--- src/rtl/ubrbs_seq_14_0_11_0.sv ---
// ubrbs_seq_14_0_11_0: sequential 15-bit minus 12-bit subtractor.
// Processes one 4-bit block per cycle (blocks 4/4/4/3). Inside a block, borrows
// come from look-ahead terms. Between blocks, the borrow ripples through a register.
// Optional zero flag: define UBRBS_ZERO_FLAG_EN.
module ubrbs_seq_14_0_11_0 (
  input  logic        clk,
  input  logic        rst_n,
  input  logic        in_valid,
  output logic        in_ready,
  input  logic [14:0] x,
  input  logic [11:0] y,
  output logic        out_valid,
  input  logic        out_ready,
  output logic [14:0] d,
  output logic        bout
`ifdef UBRBS_ZERO_FLAG_EN
  ,
  output logic        zero
`endif
);

  typedef enum logic [1:0] {IDLE, RUN, DONE} state_t;

  state_t      state, state_nx;
  logic [14:0] xr, yr;
  logic [1:0]  k;
  logic        br;

  logic [15:0] xp, yp;
  logic [3:0]  xb, yb, g, p, dblk;
  logic [4:0]  b;

  assign in_ready  = (state == IDLE);
  assign out_valid = (state == DONE);

  // Block k operand slice and parallel borrow look-ahead.
  // Bit 15 is padded with 0 in both operands, so for block 3 that bit has G=0 and P=1.
  // As a result, b[4] equals the borrow out of bit 14.
  always_comb begin
    xp   = {1'b0, xr};
    yp   = {1'b0, yr};
    xb   = xp[{k, 2'b00} +: 4];
    yb   = yp[{k, 2'b00} +: 4];
    g    = ~xb & yb;
    p    = ~(xb ^ yb);
    b[0] = br;
    b[1] = g[0] | (p[0] & br);
    b[2] = g[1] | (p[1] & g[0]) | (p[1] & p[0] & br);
    b[3] = g[2] | (p[2] & g[1]) | (p[2] & p[1] & g[0]) | (p[2] & p[1] & p[0] & br);
    b[4] = g[3] | (p[3] & g[2]) | (p[3] & p[2] & g[1]) | (p[3] & p[2] & p[1] & g[0])
         | (p[3] & p[2] & p[1] & p[0] & br);
    dblk = xb ^ yb ^ b[3:0];
  end

  // State register.
  always_ff @(posedge clk or negedge rst_n) begin
    if (!rst_n) state <= IDLE;
    else        state <= state_nx;
  end

  // Next-state logic.
  always_comb begin
    state_nx = state;
    case (state)
      IDLE:    if (in_valid)      state_nx = RUN;
      RUN:     if (k == 2'd3)     state_nx = DONE;
      DONE:    if (out_ready)     state_nx = IDLE;
      default:                    state_nx = IDLE;
    endcase
  end

  // Operand capture, per-block difference write-back and borrow ripple.
  always_ff @(posedge clk or negedge rst_n) begin
    if (!rst_n) begin
      xr   <= '0;
      yr   <= '0;
      k    <= '0;
      br   <= 1'b0;
      d    <= '0;
      bout <= 1'b0;
`ifdef UBRBS_ZERO_FLAG_EN
      zero <= 1'b0;
`endif
    end else begin
      case (state)
        IDLE: begin
          if (in_valid) begin
            xr <= x;
            yr <= {3'b000, y};
            br <= 1'b0;
            k  <= '0;
          end
        end
        RUN: begin
          br <= b[4];
          case (k)
            2'd0: d[3:0]   <= dblk;
            2'd1: d[7:4]   <= dblk;
            2'd2: d[11:8]  <= dblk;
            2'd3: d[14:12] <= dblk[2:0];
          endcase
          if (k == 2'd3) begin
            bout <= b[4];
`ifdef UBRBS_ZERO_FLAG_EN
            zero <= ({dblk[2:0], d[11:0]} == 15'd0);
`endif
          end else begin
            k <= k + 2'd1;
          end
        end
        default: ;
      endcase
    end
  end

endmodule

--- config.mk ---
export PLATFORM = sky130hd
export DESIGN_NAME = ubrbs_seq_14_0_11_0
export DESIGN_NICKNAME = d
export VERILOG_FILES = /design/src/rtl/ubrbs_seq_14_0_11_0.sv
export SDC_FILE = /design/constraint.sdc
export NUM_CORES = 1
export LEC_CHECK = 0
export ABC_AREA = 1
export ABC_CLOCK_PERIOD_IN_PS = 2900
export CORE_UTILIZATION = 50
export CTS_CLUSTER_SIZE = 16
export DETAILED_ROUTE_END_ITERATION = 7
export PLACE_DENSITY_LB_ADDON = 0.3
export REMOVE_ABC_BUFFERS = 1
export SLEW_MARGIN = 5
export SYNTH_ARGS = -nofsm -noshare
export SYNTH_HDL_FRONTEND = slang
export SYNTH_SLANG_ARGS = --single-unit
--- constraint.sdc ---
create_clock -name clk -period 2.9 [get_ports clk]
set_input_delay 0.725 -clock clk [delete_from_list [all_inputs] [get_ports clk]]
set_output_delay 0.725 -clock clk [all_outputs]
set_load 0.05 [all_outputs]
* After elaboration in Yosys (flattened, before gate mapping)
Cells that the tools add are included.
** Operators by class
- Add/subtract/negate cells :: 1
- Equality and inequality tests :: 9
- Shift-type cells :: 2
- Mux-type cells :: 9
- Bitwise logic cells :: 31
- Reduce and logical (&&, ||, !) cells :: 11
** Operators with widths (number)
- 16-bit by 5-bit variable part select with 4-bit output :: 2
- 1-bit bitwise AND :: 16
- 2-bit AND reduction :: 6
- 2-bit 2-to-1 mux :: 5
- 1-bit OR :: 10
- 4-bit NOT :: 2
- 4-bit bitwise XOR :: 2
- 2-bit == test (second input constant) :: 3
- 2-bit inequality test (second input constant) :: 3
- 2-bit one-hot mux with 3 select lines :: 1
- 3-bit AND reduction :: 2
- 4-bit bitwise AND :: 1
- 2-bit by 1-bit == test with 1-bit output (second input constant) :: 2
- 2-bit logical NOT :: 2
- 2-bit one-hot mux with 2 select lines :: 1
- 2-bit by 1-bit adder with 2-bit output (second input constant) :: 1
- 2-bit by 1-bit inequality test with 1-bit output (second input constant) :: 1
- 1-bit one-hot mux with 2 select lines :: 1
- 2-bit nonzero test :: 1
- 1-bit 2-to-1 mux :: 1
** Word-level totals
- Bits in registers :: 48
- Word-level logic and storage cells :: 73

* Logic depth before layout (Yosys ltp)
- Word-level depth :: 9
- Depth in mapped cells :: 13
- Gate-level depth less buffers :: 12

* Worst setup path after synthesis
OpenSTA, ideal clock, no wires.
- Path kind :: reg-to-reg
- Start point :: register k[0]
- End point :: register d[11]
- Library setup time :: 0.118 ns
- Arrival :: 1.976 ns
- Setup slack :: 0.807 ns
- Stages on the path, launching flop included :: 12
- Path buffers :: 2
- Clock period less this slack :: 2.093 ns
- Cells stage by stage :: dfrtp_1 -> clkbuf_1 -> inv_1 -> buf_2 -> nand2_1 -> a32o_1 -> ha_1 -> or2_2 -> nand2_1 -> nand3_1 -> nand3_1 -> nand2_1
** On the way
- Longest elaborated chain between the ends :: 8
- Elaborated cells on any way between the ends :: 17
** RTL lines
- start: declaration :: RTL line 26 : logic [1:0] k;
- start signal: assignment :: RTL line 108 : k <= k + 2'd1;
- 16-bit by 5-bit variable part select with 4-bit output, on equally long branches :: RTL line 42, 43
- 4-bit bitwise XOR / 4-bit NOT (equally long branches) :: RTL line 45, 52, 44
- 4-bit NOT / 4-bit bitwise AND (equally long branches) :: RTL line 45, 44
- 1-bit bitwise AND :: RTL line 49 : b[3] = g[2] | (p[2] & g[1]) | (p[2] & p[1] & g[0]) | (p[2] & p[1] & p[0] & br);
- 1-bit OR / 1-bit bitwise AND (equally long branches) (2 in series) :: RTL line 49
- 1-bit OR :: RTL line 49
- 4-bit bitwise XOR :: RTL line 52 : dblk = xb ^ yb ^ b[3:0];
- end signal: assignment :: RTL line 99 : 2'd2: d[11:8] <= dblk;
- end: declaration :: RTL line 14 : output logic [14:0] d,
Parallel ways exist; a longest one is shown, timed or not.
A chain may end at the register's enable or synchronous reset.

* Worst setup path in the final report
- Start point :: register state[0]
- End point :: output port in_ready
** On the way
- Longest elaborated chain between the ends :: 1
** RTL lines
- start: declaration :: RTL line 24 : state_t state, state_nx;
- start signal: assignment :: RTL line 58 : else state <= state_nx;
- 2-bit logical NOT :: RTL line 33 : assign in_ready = (state == IDLE);
- end: declaration :: RTL line 9 : output logic in_ready,
Every way passes these cells.

==> reports/metrics.cfg <==
[global_routing]
grt-ovfl-total=0
grt_util_all_layers_pct=20.4
antenna_found_initial=0
grtUsageMet1_pct=25.6
top_usage_layer=met2
grt_pass1_wl_mm=7.79
grt_use_met2_pct=35.4
grt_use_met3_pct=4.36
grt_max_degree=32
grt_pass1_vias=1746

[critical_path]
crit_type=flop to primary output
rrSetupSlack_ns=0.63
worstReg2RegStart=k[1]
crit_path_max_fanout=4
crit_path_cell_trace=nor2_2 > clkdlybuf4s50_1
cp-start-kind=flop
arrival_ns=1.65
critPathRequiredTime_ns=2.17
slowest_delay_ns=0.82
cp-end-kind=primary output
crit_start=state[0]
slowest_stage=clkdlybuf4s50_1

[status]
outcome=complete, no violations

[clock_tree]
clock_latency_ns=0.29
cts_max_path_buffers=2
htree_levels=2
cts_made_buffers=5
cts_hold_buf=0
post_cts_buffers=0
cts_tree=done
cts_num_sinks=48
clock-root-buffer=clkbuf_8
ctsResizeCount=0
clk_pin_slew_ns=0.08

[sta]
fin_hold_ws_ns=0.410
final_hold_viol_count=0
min_period_ns=2.38
finClkSkew_ns=0.00396
slew_headroom_pct=52.0
fin_setup_tns_ns=0
fmax_ghz=0.420
slew_violations=0
worst-slew-pin-transition_ns=0.718
min_period_over_period_pct=82.0
grt_setup_unrepaired=no
setup_viol=0

[detailed_routing]
totalWireLength_mm=4.34
vias=1732
ant_nets=0
wl_per_cell_um=13.1
avgViaCountPerCell=5.23
drc_errors=0
dr.first_iter.drc_count=103
dr.pass1.iters=4

[floorplanning]
die_h_um=69.5
rows=24
initial_core_util_pct=52.4
dieArea_sq_um=4830
coreArea_sq_um=4350
die_w_um=69.5
ios=49

[synthesis]
synth_cell_types=22
yosys-top-cells-area=dfrtp_1 (53%), mux2_2 (12%), nand2_1 (11%)
syn_inst=229
synth_top_cell_by_area=dfrtp_1
postSynthAreaPerCell_sq_um=9.95
ys_seq_elements=48
syn_area_sq_um=2280
ys_seq_area_share_pct=52.7
synth_top_area_share_pct=52.7
yosysWarnings=0

[finish]
stdcell_count=331
final_common_cell=nand2_1
nNetsFinal=319
final_cell_mix=nand2_1 (65), dfrtp_1 (48), clkdlybuf4s50_1 (47)
area_growth_syn_to_layout_pct=25.5
antenna_cells=0
fin_area_sq_um=2860
drive_gt1_share_pct=13.6

[job]
maxCapViolations=0

[placed_design]
io_buffers=48
dp_hpwl_mm=3.18
dpl.cell_count=324
place_area_sq_um=2780
gp_congestion=0.825

[min_path]
hp-class=input port to asynchronous set/reset pin

[synthesized netlist by cell type, drive strengths merged]
cell and number:
or2 1, nand4 3, nor2 14, dfrtp 48, buf 5, o31ai 1
mux2 26, a32o 3, fa 1, nand2 66, xnor2 1, ha 8
inv 18, clkbuf 2, a22oi 1, o21ai 14, nand3 11, a21oi 6
[logic make-up after synthesis]
group                    Yosys count  synth area share [%]
AND/OR/NAND/NOR                   95                  16.9
flip-flops                        48                  52.7
multiplexers                      26                  13.2
AO/OA/AOI/OAI                     25                  6.37
buffers and inverters             25                  5.21
adder cells (fa/ha/maj)            9                  5.27
XOR/XNOR                           1                 0.384
[through the flow]
stage | worst slack (ns) | util (%)
after floorplan | 0.793 | -
after global placement | 0.679 | 63.9
after detailed placement | 0.642 | 63.9
after CTS | 0.504 | 65.7
after global routing | 0.373 | 65.7
final | 0.521 | 65.7
[final cells by class]
| cell class | instances | area [sq um] |
|---|---|---|
| fill | 366 | 1490 |
| tap | 52 | 65.1 |
| clock inverter | 1 | 5.00 |
| multi-input combinational | 156 | 960 |
| inverter | 18 | 67.6 |
| timing repair buffer | 50 | 490 |
| clock buffer | 6 | 72.6 |
| sequential | 48 | 1200 |
[per-layer routing]
| metal | share of wire, % | wire length (um) |
|---|---|---|
| met1 | 43 | 1880 |
| met2 | 52 | 2240 |
| met3 | 4.1 | 177 |
| met4 | 1.1 | 47 |
| met5 | 0 | 0 |
[sequential cells by signal, summed over array words and instances, names as in the netlist]
| register | cells |
|---|---|
| d | 15 |
| xr | 15 |
| yr | 12 |
| k | 2 |
| state | 2 |
| bout | 1 |
| br | 1 |
[critical path, delay by kind of cell, from the launching register on]
| family | cells | cell delay (ns) |
|---|---|---|
| buffers and inverters | 1 | 0.82 |
| and+or+nand+nor | 1 | 0.12 |
| DFF | 1 | 0.42 |
[final timing paths]
path                             to  cells past startpoint
max                        in_ready                      2
max in group asynchronous     xr[3]                      2
min in group clk               d[9]                      2
min reg2reg                    d[9]                      2
min                           d[13]                      1
max reg2reg                    d[7]                     10
Power is not shown: default switching activity piles up to over one toggle a cycle in this logic, so the estimate is an artifact.
